==> config.mk <==
export PLATFORM = sky130hd
export DESIGN_NAME = prime_frame_stats_flat
export DESIGN_NICKNAME = d
export VERILOG_FILES = /design/src/rtl/prime_frame_stats_if.sv /design/src/rtl/prime_frame_stats.sv /design/src/flat_wrapper.sv
export SDC_FILE = /design/constraint.sdc
export NUM_CORES = 1
export LEC_CHECK = 0
export CAP_MARGIN = 15
export CELL_PAD_IN_SITES_DETAIL_PLACEMENT = 1
export CELL_PAD_IN_SITES_GLOBAL_PLACEMENT = 2
export CORE_MARGIN = 10
export CORE_UTILIZATION = 30
export DETAILED_ROUTE_END_ITERATION = 10
export PLACE_DENSITY_LB_ADDON = 0.1
export SYNTH_ARGS = -nofsm -noshare
export SYNTH_HDL_FRONTEND = slang
export SYNTH_SLANG_ARGS = --single-unit
==> constraint.sdc <==
create_clock -name clk -period 6.19 [get_ports clk]
set_clock_uncertainty 0.05 [all_clocks]
set_input_delay 0.9285 -clock clk [delete_from_list [all_inputs] [get_ports clk]]
set_output_delay 0.9285 -clock clk [all_outputs]
set_load 0.03 [all_outputs]
==> src/rtl/prime_frame_stats_if.sv <==
// rtl/prime_frame_stats_if.sv - sample input and frame report handshakes for prime_frame_stats
interface prime_frame_stats_if #(
    parameter int CNT_W = 4
);
    logic             in_valid;
    logic             in_ready;
    logic             A;
    logic             B;
    logic             C;
    logic             F;
    logic             out_valid;
    logic             out_ready;
    logic [CNT_W-1:0] prime_cnt;
    logic [CNT_W-1:0] max_run;
    logic [2:0]       last_prime;
    logic             mismatch;

    modport master (
        output in_valid, A, B, C, F, out_ready,
        input  in_ready, out_valid, prime_cnt, max_run, last_prime, mismatch
    );

    modport slave (
        input  in_valid, A, B, C, F, out_ready,
        output in_ready, out_valid, prime_cnt, max_run, last_prime, mismatch
    );
endinterface

==> src/rtl/prime_frame_stats.sv <==
// rtl/prime_frame_stats.sv - per-frame prime statistics over 3-bit detector samples
module prime_frame_stats #(
    parameter int FRAME_LEN = 8,
    parameter int CNT_W     = 4
) (
    input  logic                 clk,
    input  logic                 rst,
    prime_frame_stats_if.slave   bus
);
    localparam logic [0:0] ACCUM  = 1'b0;
    localparam logic [0:0] REPORT = 1'b1;
    localparam logic [CNT_W-1:0] LAST_IDX = CNT_W'(FRAME_LEN - 1);

    function automatic logic is_prime(input logic [2:0] v);
        case (v)
            3'd2, 3'd3, 3'd5, 3'd7: is_prime = 1'b1;
            default:                is_prime = 1'b0;
        endcase
    endfunction

    logic [0:0]       state;
    logic [CNT_W-1:0] idx;
    logic [CNT_W-1:0] acc_cnt, cur_run, run_max;
    logic [2:0]       acc_last;
    logic             acc_mis;

    logic             out_valid_q, mismatch_q;
    logic [CNT_W-1:0] prime_cnt_q, max_run_q;
    logic [2:0]       last_prime_q;

    logic             ready, accept;
    logic [2:0]       sample;
    logic [CNT_W-1:0] nxt_cnt, nxt_run, nxt_max;
    logic [2:0]       nxt_last;
    logic             nxt_mis;

    // ready depends on state and reset only, never on the handshake inputs
    assign ready  = (state == ACCUM) & ~rst;
    assign accept = bus.in_valid & ready;
    assign sample = {bus.A, bus.B, bus.C};

    always_comb begin
        nxt_cnt  = acc_cnt + CNT_W'(bus.F);
        nxt_run  = bus.F ? cur_run + CNT_W'(1) : '0;
        nxt_max  = (nxt_run > run_max) ? nxt_run : run_max;
        nxt_last = bus.F ? sample : acc_last;
        nxt_mis  = acc_mis | (bus.F ^ is_prime(sample));
    end

    always_ff @(posedge clk) begin
        if (rst) begin
            state        <= ACCUM;
            idx          <= '0;
            acc_cnt      <= '0;
            cur_run      <= '0;
            run_max      <= '0;
            acc_last     <= '0;
            acc_mis      <= 1'b0;
            out_valid_q  <= 1'b0;
            prime_cnt_q  <= '0;
            max_run_q    <= '0;
            last_prime_q <= '0;
            mismatch_q   <= 1'b0;
        end else begin
            case (state)
                ACCUM: begin
                    if (accept) begin
                        idx      <= idx + CNT_W'(1);
                        acc_cnt  <= nxt_cnt;
                        cur_run  <= nxt_run;
                        run_max  <= nxt_max;
                        acc_last <= nxt_last;
                        acc_mis  <= nxt_mis;
                        if (idx == LAST_IDX) begin
                            prime_cnt_q  <= nxt_cnt;
                            max_run_q    <= nxt_max;
                            last_prime_q <= nxt_last;
                            mismatch_q   <= nxt_mis;
                            out_valid_q  <= 1'b1;
                            state        <= REPORT;
                        end
                    end
                end
                default: begin
                    // accumulators clear only once the report is taken
                    if (bus.out_ready) begin
                        out_valid_q <= 1'b0;
                        idx         <= '0;
                        acc_cnt     <= '0;
                        cur_run     <= '0;
                        run_max     <= '0;
                        acc_last    <= '0;
                        acc_mis     <= 1'b0;
                        state       <= ACCUM;
                    end
                end
            endcase
        end
    end

    assign bus.in_ready   = ready;
    assign bus.out_valid  = out_valid_q;
    assign bus.prime_cnt  = prime_cnt_q;
    assign bus.max_run    = max_run_q;
    assign bus.last_prime = last_prime_q;
    assign bus.mismatch   = mismatch_q;
endmodule

==> src/flat_wrapper.sv <==
// flat-port wrapper written by rule: the top's interface ports become plain ports
module prime_frame_stats_flat 
#(
    parameter int FRAME_LEN = 8,
    parameter int CNT_W     = 4
)
  (clk, rst, bus_in_valid, bus_A, bus_B, bus_C, bus_F, bus_out_ready, bus_in_ready, bus_out_valid, bus_prime_cnt, bus_max_run, bus_last_prime, bus_mismatch);
  prime_frame_stats_if #(.CNT_W(CNT_W)) bus_i ();
  input  logic clk;
  input  logic rst;
  input wire logic [$bits(bus_i.in_valid)-1:0] bus_in_valid;
  input wire logic [$bits(bus_i.A)-1:0] bus_A;
  input wire logic [$bits(bus_i.B)-1:0] bus_B;
  input wire logic [$bits(bus_i.C)-1:0] bus_C;
  input wire logic [$bits(bus_i.F)-1:0] bus_F;
  input wire logic [$bits(bus_i.out_ready)-1:0] bus_out_ready;
  output wire logic [$bits(bus_i.in_ready)-1:0] bus_in_ready;
  output wire logic [$bits(bus_i.out_valid)-1:0] bus_out_valid;
  output wire logic [$bits(bus_i.prime_cnt)-1:0] bus_prime_cnt;
  output wire logic [$bits(bus_i.max_run)-1:0] bus_max_run;
  output wire logic [$bits(bus_i.last_prime)-1:0] bus_last_prime;
  output wire logic [$bits(bus_i.mismatch)-1:0] bus_mismatch;
  assign bus_i.in_valid = bus_in_valid;
  assign bus_i.A = bus_A;
  assign bus_i.B = bus_B;
  assign bus_i.C = bus_C;
  assign bus_i.F = bus_F;
  assign bus_i.out_ready = bus_out_ready;
  assign bus_in_ready = bus_i.in_ready;
  assign bus_out_valid = bus_i.out_valid;
  assign bus_prime_cnt = bus_i.prime_cnt;
  assign bus_max_run = bus_i.max_run;
  assign bus_last_prime = bus_i.last_prime;
  assign bus_mismatch = bus_i.mismatch;
  prime_frame_stats #(.FRAME_LEN(FRAME_LEN), .CNT_W(CNT_W)) u_core (.clk(clk), .rst(rst), .bus(bus_i));
endmodule
* After elaboration in Yosys (flattened, before gate mapping)
Cells that the tools add are included.
Operators by class: bitwise gates (word level) 6, add/sub/neg operators 3, order comparisons 1, reductions and logical operators 6, equality and inequality tests 6, muxes and demuxes 26
Operators with widths (number):
- 4-bit 2-to-1 mux | 11
- 3-bit 2-to-1 mux | 4
- 1-bit 2-to-1 mux | 11
- 4-bit by 1-bit adder with 4-bit output (second input constant) | 2
- 3-bit by 2-bit equality test with 1-bit output (second input constant) | 2
- 3-bit equality test (second input constant) | 2
- 3-bit AND reduction | 2
- 4-bit by 1-bit adder with 4-bit output | 1
- 4-bit by 3-bit equality test with 1-bit output (second input constant) | 1
- 4-bit greater-than comparator | 1
- 2-bit nonzero test | 2
- 4-bit OR reduction | 1
- 1-bit bitwise AND | 2
- 2-bit != test (second input constant) | 1
- 1-bit inverter | 2
- 2-bit AND reduction | 1
- 1-bit bitwise OR | 1
- 1-bit XOR | 1
Storage, ports and cells: input bits 8, output and inout bits 14, register bits 34, logic and storage cells 60

* Logic depth before layout (Yosys ltp)
Gate-level depths: netlist of the first run.
depth in word-level cells 7, mapped depth 9, mapped depth without buffers 8

* Least setup slack after synthesis of the first run
OpenSTA, ideal clock, no wires.
kind input to register, start point input bus_F, end point register u_core.max_run_q[3], in the netlist u_core.bus.max_run[3], data required time 6049 ps, data arrival time 2590 ps, buffers on the path 2, setup time 91 ps, path slack 3459 ps, cell stages on the path 8, cell sequence buf_2 -> and2_1 -> ha_1 -> a211oi_1 -> and2_1 -> clkbuf_1 -> o21ai_0 -> a311oi_1
Between the ends: cells in the longest elaborated chain, start to end 3
Ends and longest elaborated chain:
- from (decl) | RTL line flat_wrapper.sv:15 | input wire logic [$bits(bus_i.F)-1:0] bus_F;
- 4-bit 2-to-1 mux * | RTL line prime_frame_stats.sv:44 | nxt_run = bus.F ? cur_run + CNT_W'(1) : '0;
- 4-bit greater-than comparator | RTL line prime_frame_stats.sv:45 | nxt_max = (nxt_run > run_max) ? nxt_run : run_max;
- 4-bit 2-to-1 mux * | RTL line prime_frame_stats.sv:45
- to (signal assigned) | RTL line prime_frame_stats.sv:76 | max_run_q <= nxt_max;
- to (decl) | RTL line prime_frame_stats.sv:28 | logic [CNT_W-1:0] prime_cnt_q, max_run_q;
Mark *: on every way between the ends. The rest lies on a longest branch, timed or not. A chain may end at the register's enable or synchronous reset.

* Final worst setup path of the first run
start point input rst, end point register u_core.max_run_q[2], in the netlist u_core.bus.max_run[2]
Between the ends: cells in the longest elaborated chain, start to end 4
Ends and longest elaborated chain:
- from (decl) | RTL line flat_wrapper.sv:10 | input logic rst;
- 1-bit inverter | RTL line prime_frame_stats.sv:38 | assign ready = (state == ACCUM) & ~rst;
- 1-bit bitwise AND | RTL line prime_frame_stats.sv:38
- 1-bit bitwise AND | RTL line prime_frame_stats.sv:39 | assign accept = bus.in_valid & ready;
- 3-bit AND reduction (no line)
Parallel ways exist; a longest one is shown, timed or not.

==> run_results.csv, run 1 <==
group,metric,value,unit
run_status,status,"finished clean",
global_route,grt_max_degree,25,
critical_path,r2r-start,"u_core.cur_run[0]$_SDFFE_PP0P_",
clock_tree,post_cts_resize_count,0,
cells_and_area,drive_above_1_share,0.0500,
yosys,synth_edf_count,0,
yosys,synth_ff_type,"dfxtp_1",
clock_tree,cts_tree,"built",
floorplanning,dieArea,8630,um^2
critical_path,rr_worst_depth,8,
global_route,gr-total-overflow,0,
critical_path,max_stage_delay,840,ps
placed_design,gp_congestion,0.771,
floorplanning,core_area,5140,um^2
placed_design,place_area,1850,um^2
sta,tns,0,ps
global_route,antenna_found_initial,0,
detailed_routing,vias,1397,
clock_tree,postCtsSetupBuffers,0,
sta,whs,401,ps
clock_tree,cts.sink_count,34,
yosys,synth_seq_area_share,0.427,
critical_path,cp.required,6310,ps
sta,maxSlewViolCount,0,
yosys,synth_area_leaders,"dfxtp_1 43%, ha_1 6.3%, nand2_1 4.2%, nor2_1 4.2%, nand3_1 3.5%",
sta,fin_crit,3710,ps
global_route,grtUsageTotal,0.104,
sta,setup_viol,0,
critical_path,cp-start-kind,"input port",
sta,finalCritPeriodShare,0.599,
critical_path,rr_endpoint,"u_core.bus.max_run[2]$_SDFFE_PP0P_",
clock_tree,cts_made_buffers,5,
power_and_ir_drop,finalPower,0.471,mW
critical_path,worstSetupPathType,"in2reg",
yosys,ys_types,36,
clock_tree,root_buffer,"clkbuf_8",
run,max-cap-violations,0,
yosys,synth.most_common_cell,"dfxtp_1",
cells_and_area,insertedDiodeCount,0,
critical_path,crit_buf_inv,2,
detailed_routing,firstDrtPassIters,4,
yosys,synth_top_area_cell,"dfxtp_1",
worst_hold_path,hold-path-endpoint,"u_core.bus.out_valid$_SDFFE_PP0P_",
yosys,ys_seq_elements,34,
clock_tree,clk_pin_slew_worst_paths,70,ps
detailed_routing,avgRoutedWirePerCell,15.7,um
critical_path,critPathTopFamily,"simple AND/OR/NAND/NOR gates",
detailed_routing,vias_per_cell,5.17,
clock_tree,cts_max_level,2,
power_and_ir_drop,p_leak,0.728,nW
cells_and_area,final_nets,215,
cells_and_area,stdcell_count,270,
floorplanning,start_util,0.310,
floorplanning,placementRows,26,
critical_path,cp-end-kind,"flop",
detailed_routing,drt_iter0_drc,56,
power_and_ir_drop,p_per_area,240,nW/um^2
placed_design,dp_hpwl,3240,um
sta,slew_headroom,0.429,
worst_hold_path,min_delay_path_depth,2,
critical_path,slowest_stage,"clkdlybuf4s50_1",
global_route,grt_pass1_vias,1475,
yosys,synth_top_cells_by_count,"34 x dfxtp_1, 18 x nand2_1, 18 x nor2_1",
floorplanning,dieHeight,92.9,um
yosys,yosys.area.top_type_share,0.427,
power_and_ir_drop,peakVddDrop,0.000104,V
cells_and_area,final_area,1960,um^2
worst_hold_path,hold_path.class,"reg2reg",
sta,rsz0062_at_grt,"false",
global_route,grt_pass1_wl,7360,um
clock_tree,cts_hold_buf,0,
floorplanning,die_width,92.9,um
critical_path,r2r_slack,3630,ps
detailed_routing,drc,0,
sta,max_freq,0.270,GHz
yosys,netlist_area,1600,um^2
clock_tree,cts_max_path_buffers,2,
floorplanning,io_pins,22,
clock_tree,clk-insertion-delay-late,280,ps
worst_hold_path,hp-start,"u_core.bus.out_valid$_SDFFE_PP0P_",
cells_and_area,syn2layout_area_growth,22.9,%
detailed_routing,drt-total-wl,4250,um
critical_path,arrival,3830,ps
yosys,syn_avg_cell_area,8.86,um^2
sta,hold_viol,0,
critical_path,path_max_fanout,24,
sta,worst_slew_pin_slew,854,ps
placed_design,dpl.cell_count,262,
detailed_routing,antenna_left,0,
yosys,synthCells,180,
yosys,ys_warn_count,0,
yosys,synth_nets,196,
placed_design,port_buffers,21,
critical_path,crit_chain,"clkdlybuf4s50_1 -> nor3b_2 -> buf_4 -> and4b_1 -> nor2_1 -> a311oi_1",
yosys,async_reset_ff_frac,0,
[through the flow]
step,util,setup slack [ps]
final,0.381,2480
after global routing,0.381,2150
after CTS,0.381,2430
after detailed placement,0.360,2120
after global placement,0.360,2350
after floorplan,-,3460
[cells in the final DEF, fill, tap and decap left out]
cell	Yosys	final
nand3b_1	4	4
clkbuf_8	0	8
xnor2_1	3	3
or4_1	1	1
a41o_1	1	1
inv_1	4	4
a211oi_1	4	4
mux2i_1	5	5
o21ai_0	11	11
nor2b_1	1	1
nor3_1	1	1
clkdlybuf4s50_1	0	21
nand2b_1	3	3
dfxtp_1	34	34
a21oi_1	10	10
or3b_1	1	1
buf_4	0	1
and4b_1	1	1
a22o_1	3	3
a32o_1	3	3
o211ai_1	5	5
nand4b_1	1	1
a21o_1	2	2
a41oi_1	1	1
and2_1	2	2
xor2_1	2	2
a311oi_1	5	5
o22ai_1	1	1
nand3_1	11	11
o21a_1	1	1
nand4_1	3	3
nor3b_2	1	1
nand2_1	18	18
or3_1	1	1
ha_1	8	8
nor2_1	18	18
[worst register-to-register path, cell delays in order, from the launching register on]
cell and delay (ps):
dfxtp_1 340, ha_1 210, xor2_1 130, and2_1 220
ha_1 370, a211oi_1 310, and2_1 360, o21ai_0 160
a311oi_1 310
[final cells by class]
type | count | area [um^2]
Multi-Input combinational cell | 132 | 850
Sequential cell | 34 | 681
Fill cell | 652 | 3180
Inverter | 4 | 15.0
Tap cell | 70 | 87.6
Timing Repair Buffer | 22 | 218
Clock buffer | 8 | 110
[cells by family after synthesis]
family / share of synthesized area
simple gates: 0.210
compound gates: 0.201
mux: 0.0314
flops: 0.427
buf+inv: 0.0408
xor+xnor: 0.0275
fa+ha+maj: 0.0627
[routing by layer]
metal  track usage  up-vias  share of wire
li1              -      692              -
met1         0.121      677           0.47
met4        0.0308        0          0.011
met3        0.0404        8          0.054
met5             0        -              0
met2         0.171       20           0.47
[flip-flops by register name (all words and copies together), names as in the netlist]
name,cells
u_core.acc_last,3
u_core.bus.prime_cnt,4
u_core.run_max,4
u_core.idx,4
u_core.bus.mismatch,1
u_core.state,1
u_core.acc_mis,1
u_core.bus.out_valid,1
u_core.bus.max_run,4
u_core.cur_run,4
u_core.acc_cnt,4
u_core.bus.last_prime,3
[power by group]
| part | switching [mW] | total (mW) | internal [mW] |
|---|---|---|---|
| registers | 0.00379 | 0.227 | 0.224 |
| logic | 0.0320 | 0.0511 | 0.0192 |
| clock network | 0.0798 | 0.192 | 0.112 |
| total | 0.116 | 0.471 | 0.355 |
[worst max-delay path by stage]
stage               depth (start not counted)   from                                 end
floorplan                                   8  bus_F  u_core.bus.max_run[3]$_SDFFE_PP0P_
global placement                            6    rst  u_core.bus.max_run[3]$_SDFFE_PP0P_
detailed placement                          6    rst  u_core.bus.max_run[2]$_SDFFE_PP0P_
CTS                                         6    rst  u_core.bus.max_run[2]$_SDFFE_PP0P_
global route                                6    rst  u_core.bus.max_run[2]$_SDFFE_PP0P_
finish                                      6    rst  u_core.bus.max_run[2]$_SDFFE_PP0P_
Power figures use the tool's default switching activity.
==> inputs of run 2 (changes only) <==
==> constraint.sdc (replaced) <==
create_clock -name clk -period 3.7 [get_ports clk]
set_clock_uncertainty 0.05 [all_clocks]
set_input_delay 0.555 -clock clk [delete_from_list [all_inputs] [get_ports clk]]
set_output_delay 0.555 -clock clk [all_outputs]
set_load 0.03 [all_outputs]
==> run 2 against run 1 <==
  * Combinational power grew 70%
  * Count of clock-buffer cells in the layout unchanged
  * Sequential power up 67%
==> run_results.csv, run 2 (synthesis gave the netlist of run 1 again) <==
group,metric,value,unit
sta,tns,0,ps
critical_path,arrival,2790,ps
placed_design,dp_hpwl,3120,um
clock_tree,cts_tree,"built",
cells_and_area,final_area,1980,um^2
detailed_routing,vias,1370,
critical_path,crit_buf_inv,2,
sta,hold_viol,0,
run_status,status,"finished clean",
worst_hold_path,hold_path.class,"reg2reg",
power_and_ir_drop,finalPower,0.789,mW
critical_path,max_stage_delay,480,ps
power_and_ir_drop,p_per_area,399,nW/um^2
sta,worst_slew_pin_slew,739,ps
sta,max_freq,0.379,GHz
global_route,grt_max_degree,23,
detailed_routing,drt-total-wl,4130,um
sta,rsz0062_at_grt,"false",
cells_and_area,layout_commonest_cell,"dfxtp_1",
placed_design,place_area,1870,um^2
clock_tree,cts_max_path_buffers,2,
cells_and_area,syn2layout_area_growth,23.8,%
global_route,grt_pass1_wl,7000,um
clock_tree,root_buffer,"clkbuf_8",
critical_path,cp-end-kind,"flop",
floorplanning,start_util,0.310,
sta,finalCritPeriodShare,0.713,
critical_path,cp-start-kind,"input port",
clock_tree,post_cts_resize_count,0,
sta,slew_headroom,0.506,
global_route,gr-total-overflow,0,
critical_path,worstSetupPathType,"in2reg",
sta,whs,403,ps
floorplanning,dieArea,8630,um^2
clock_tree,cts.sink_count,34,
detailed_routing,avgRoutedWirePerCell,15.2,um
placed_design,gp_congestion,0.784,
critical_path,cp.required,3850,ps
detailed_routing,vias_per_cell,5.04,
detailed_routing,firstDrtPassIters,4,
clock_tree,clk_pin_slew_worst_paths,70,ps
critical_path,slowest_stage,"clkdlybuf4s50_1",
global_route,grtUsageTotal,0.100,
clock_tree,clk-insertion-delay-late,280,ps
detailed_routing,drc,0,
critical_path,path_max_fanout,13,
cells_and_area,drive_above_1_share,0.0594,
run,max-cap-violations,0,
sta,fin_crit,2640,ps
clock_tree,cts_made_buffers,5,
critical_path,crit_chain,"clkdlybuf4s50_1 -> buf_4 -> and2_1 -> ha_1 -> a211oi_1 -> and2_1 -> o21ai_0 -> a311oi_1",
clock_tree,cts_hold_buf,0,
clock_tree,cts_max_level,2,
floorplanning,io_pins,22,
cells_and_area,final_cell_mix,"34 x dfxtp_1, 21 x clkdlybuf4s50_1, 18 x nand2_1, 18 x nor2_1",
clock_tree,postCtsSetupBuffers,0,
global_route,antenna_found_initial,0,
sta,setup_viol,0,
detailed_routing,antenna_left,0,
placed_design,port_buffers,21,
detailed_routing,drt_iter0_drc,36,
cells_and_area,n_fill_cell,641,
floorplanning,placementRows,26,
cells_and_area,utilization,0.384,
cells_and_area,insertedDiodeCount,0,
power_and_ir_drop,p_leak,0.737,nW
critical_path,path_common_cell,"and2_1",
global_route,grt_pass1_vias,1488,
critical_path,critPathTopFamily,"buffers and inverters",
cells_and_area,final_nets,217,
floorplanning,core_area,5140,um^2
floorplanning,die_width,92.9,um
floorplanning,dieHeight,92.9,um
sta,maxSlewViolCount,0,
power_and_ir_drop,peakVddDrop,0.000237,V
## run 2: cell types whose count changed in the layout (fill, tap and decap cells not counted), sizes merged
cell	before	now
buf	1	3
## run 2: cell type report
| type | instances | area (um^2) | area share |
|---|---|---|---|
| Timing Repair Buffer | 24 | 233 | 0.118 |
| Tap cell | 70 | 87.6 | 0.0443 |
| Multi-Input combinational cell | 132 | 850 | 0.430 |
| Sequential cell | 34 | 681 | 0.345 |
| Inverter | 4 | 15.0 | 0.00760 |
| Clock buffer | 8 | 110 | 0.0557 |
## run 2: through the flow
| step | setup WS (ps) | std cells |
|---|---|---|
| floorplan | 1340 | 180 |
| global placement | 843 | 264 |
| detailed placement | 759 | 264 |
| CTS | 1050 | 272 |
| global route | 784 | 272 |
| finish | 1060 | 272 |
## run 2: final timing paths
check,start,to,slack (ps),depth (start not counted)
worst max register to register,u_core.cur_run[0]$_SDFFE_PP0P_,u_core.bus.max_run[1]$_SDFFE_PP0P_,1310,8
worst min-delay path,u_core.bus.out_valid$_SDFFE_PP0P_,u_core.bus.out_valid$_SDFFE_PP0P_,400,2
worst max-delay path,bus_F,u_core.bus.max_run[1]$_SDFFE_PP0P_,1060,8
worst min register to register,u_core.bus.out_valid$_SDFFE_PP0P_,u_core.bus.out_valid$_SDFFE_PP0P_,400,2
## run 2: metal layers
| layer | vias to the layer above | wire [um] | part of all wire | global-route usage |
|---|---|---|---|---|
| met5 | - | 0 | 0 | 0 |
| met2 | 23 | 1980 | 0.48 | 0.171 |
| met1 | 638 | 1880 | 0.46 | 0.111 |
| li1 | 702 | - | - | - |
| met4 | 0 | 59 | 0.014 | 0.0386 |
| met3 | 7 | 209 | 0.051 | 0.0363 |
## run 2: tightest hold or removal path, stage by stage, from the launching register on
cell and delay [ps]:
dfxtp_1 310, nand2_1 60, nand2_1 40
## run 2: report_power, final
part	switching, mW	internal [mW]
Sequential	0.00633	0.374
Clock	0.134	0.188
Combinational	0.0533	0.0334
Total	0.194	0.595
==> RTL change (config.mk and constraints of run 1) <==
`CNT_W` is set to 4 in 3 places; all go to 5.
--- a/src/rtl/prime_frame_stats_if.sv
+++ b/src/rtl/prime_frame_stats_if.sv
@@ -1,5 +1,5 @@
 // rtl/prime_frame_stats_if.sv - sample input and frame report handshakes for prime_frame_stats
 interface prime_frame_stats_if #(
-    parameter int CNT_W = 4
+    parameter int CNT_W = 5
 );
     logic             in_valid;
--- a/src/rtl/prime_frame_stats.sv
+++ b/src/rtl/prime_frame_stats.sv
@@ -2,5 +2,5 @@
 module prime_frame_stats #(
     parameter int FRAME_LEN = 8,
-    parameter int CNT_W     = 4
+    parameter int CNT_W     = 5
 ) (
     input  logic                 clk,
--- a/src/flat_wrapper.sv
+++ b/src/flat_wrapper.sv
@@ -3,5 +3,5 @@
 #(
     parameter int FRAME_LEN = 8,
-    parameter int CNT_W     = 4
+    parameter int CNT_W     = 5
 )
   (clk, rst, bus_in_valid, bus_A, bus_B, bus_C, bus_F, bus_out_ready, bus_in_ready, bus_out_valid, bus_prime_cnt, bus_max_run, bus_last_prime, bus_mismatch);
Ports: changed (resized bus_max_run and bus_prime_cnt); port bits go from 22 to 24. No check against the original RTL was run, so the function may have changed too.
==> RTL change against run 1 <==
  * Total power up 19%
  * Worst setup slack worse by 0.10 ns
  * Largest cell class unchanged
  * Design area up 17%
  * Core utilization up 0.32 points
  * Final cell count up 14%
  * Area after synthesis up 16%
  * Via count up 13%
  * Wire length up 17%
  * Global-route usage about the same
  * Sequential cell count up 6
  * Critical path depth up 3
  * Highest routed layer unchanged
  * Sequential share of layout area up 0.24 points
  * Largest power group unchanged
==> RTL change: results (changes against run 1) <==
synth:
  syn_inst: 210  # +17%
  yosys.cell_types.count: 41  # +14%
  synth_common_cells: "40 x dfxtp_1, 28 x nor2_1, 16 x nand2_1"
  synth.area.top_cells: "dfxtp_1 43%, nor2_1 5.7%, ha_1 4.7%, mux2i_1 4.3%, nand2_1 3.2%"
  seq_area_frac_synth: 0.4313  # +0.004600
  synthArstFlopShare: 0  # unchanged
  synth-compound-area-share: 0.1779  # -0.02289
  synth_nets: 225  # +15%
  synthMuxAreaShare: 0.04919  # +0.01782
  synth_fa_ha_area_frac: 0.05323  # -0.009511
  synth_xor_area_frac: 0.04717  # +0.01972
clock_tree:
  cts_setup_buffers: 0  # unchanged
  clockRootBuffer: "clkbuf_8"
  h-tree-depth: 2  # unchanged
  cts.clk_slew.worst_paths_ns: 0.08
  cts_made_buffers: 5  # unchanged
  insertion_delay_ns: 0.29
  ctsResizeCount: 0  # unchanged
detailed_routing:
  finalWirelength_mm: 4.986  # +17%
  vias: 1582  # +13%
  drt_iter0_markers: 36  # -36%
  routedWlPerCell_um: 16.19  # +2.9%
final_layout:
  antenna_cells: 0  # unchanged
  drive_above_1_share: 0.07296  # +0.02296
  layout.nets: 247  # +15%
  fillers: 708  # +8.6%
place:
  gp_congestion: 0.8499  # +10%
  dpl.hpwl_mm: 3.674  # +13%
  place.port_buffers: 23  # +9.5%
  dp_cells: 300  # +15%
status:
  run_status: "finished, final reports clean"
global_route:
  grt_usage: 0.1036  # -0.0001182
  grt_pass1_wl_mm: 8.300  # +13%
  grt_pass1_vias: 1686  # +14%
  grt_start_max_net_pins: 32  # +28%
  antenna_found_initial: 0  # unchanged
setup_path:
  critPathMaxStageDelay_ns: 0.94  # +0.10 ns
  arrival_ns: 3.96  # +0.13 ns
  crit_fanout: 18  # -25%
  crit_family: "compound AO/OA/AOI/OAI gates"
pwr:
  leakagePower_nw: 0.8267  # +14%
  peakVddDrop_mv: 0.09043  # -13%
sta:
  tightest_slew_ns: 1.114  # +0.2606 ns
==> RTL change: changes by cell type in the layout (fill, tap and decap cells not counted), moves of 4 or more <==
| cell | before | now |
|---|---|---|
| nor2_1 | 18 | 28 |
| dfxtp_1 | 34 | 40 |
| o211ai_1 | 5 | 0 |
| a311oi_1 | 5 | 1 |
| a31oi_1 | 0 | 4 |
| nand3b_1 | 4 | 0 |
| o21ai_0 | 11 | 7 |
==> RTL change: worst register-to-register path: cells and delay by family, from the launching register on <==
| family | cells | cell delay, ns |
|---|---|---|
| flops | 1 | 0.38 |
| buf+inv | 1 | 0.06 |
| simple gates | 3 | 0.64 |
| compound gates | 3 | 1.06 |
| xor+xnor | 1 | 0.13 |
| fa+ha+maj | 2 | 0.52 |
==> RTL change: path summary, 6_finish.rpt <==
kind              depth (start not counted)                                   end                                 start  slack (ns)
hold reg to reg                           2  u_core.bus.prime_cnt[1]$_SDFFE_PP0P_  u_core.bus.prime_cnt[1]$_SDFFE_PP0P_        0.41
setup reg to reg                         10        u_core.run_max[0]$_SDFFE_PP0P_        u_core.cur_run[0]$_SDFFE_PP0P_        3.26
setup / recovery                          9        u_core.run_max[0]$_SDFFE_PP0P_                                 bus_F        2.38
hold / removal                            2  u_core.bus.prime_cnt[1]$_SDFFE_PP0P_  u_core.bus.prime_cnt[1]$_SDFFE_PP0P_        0.41
==> RTL change: routing by layer <==
metal / up-vias / share of wire / track usage
met4: 0 / 0.016 / 0.04190
li1: 797 / - / -
met2: 25 / 0.47 / 0.1760
met1: 753 / 0.47 / 0.1158
met3: 7 / 0.045 / 0.03561
met5: - / 0 / 0
==> RTL change: per-stage QoR <==
step | setup slack [ns] | cell area, µm² | hold slack, ns
after floorplan | 3.133 | 1857 | 0.3849
after global placement | 2.192 | 2170 | 0.3962
final | 2.379 | 2291 | 0.4115
after CTS | 2.389 | 2291 | 0.4215
after global routing | 2.171 | 2291 | 0.4514
after detailed placement | 2.127 | 2170 | 0.4054
==> RTL change: power breakdown <==
group          internal, mW  switching [mW]  total (mW)
combinational        0.0250          0.0366      0.0616
sequential            0.263         0.00469       0.268
clock                 0.132          0.0972       0.229
total                 0.420           0.138       0.558
==> RTL change: layout make-up <==
type / instances / area (µm²) / area share
clock inverter: 2 / 38.79 / 0.01693
tap: 75 / 93.84 / 0.04096
multi-input combinational: 152 / 996.0 / 0.4347
clock buffer: 6 / 82.58 / 0.03605
timing repair buffer: 26 / 252.7 / 0.1103
sequential: 40 / 800.8 / 0.3495
inverter: 7 / 26.28 / 0.01147
==> RTL change: logic make-up after synthesis <==
| group | count (synthesis) |
|---|---|
| buf+inv | 18 |
| flops | 40 |
| simple gates | 78 |
| xor+xnor | 10 |
| fa+ha+maj | 8 |
| mux | 9 |
| compound gates | 47 |
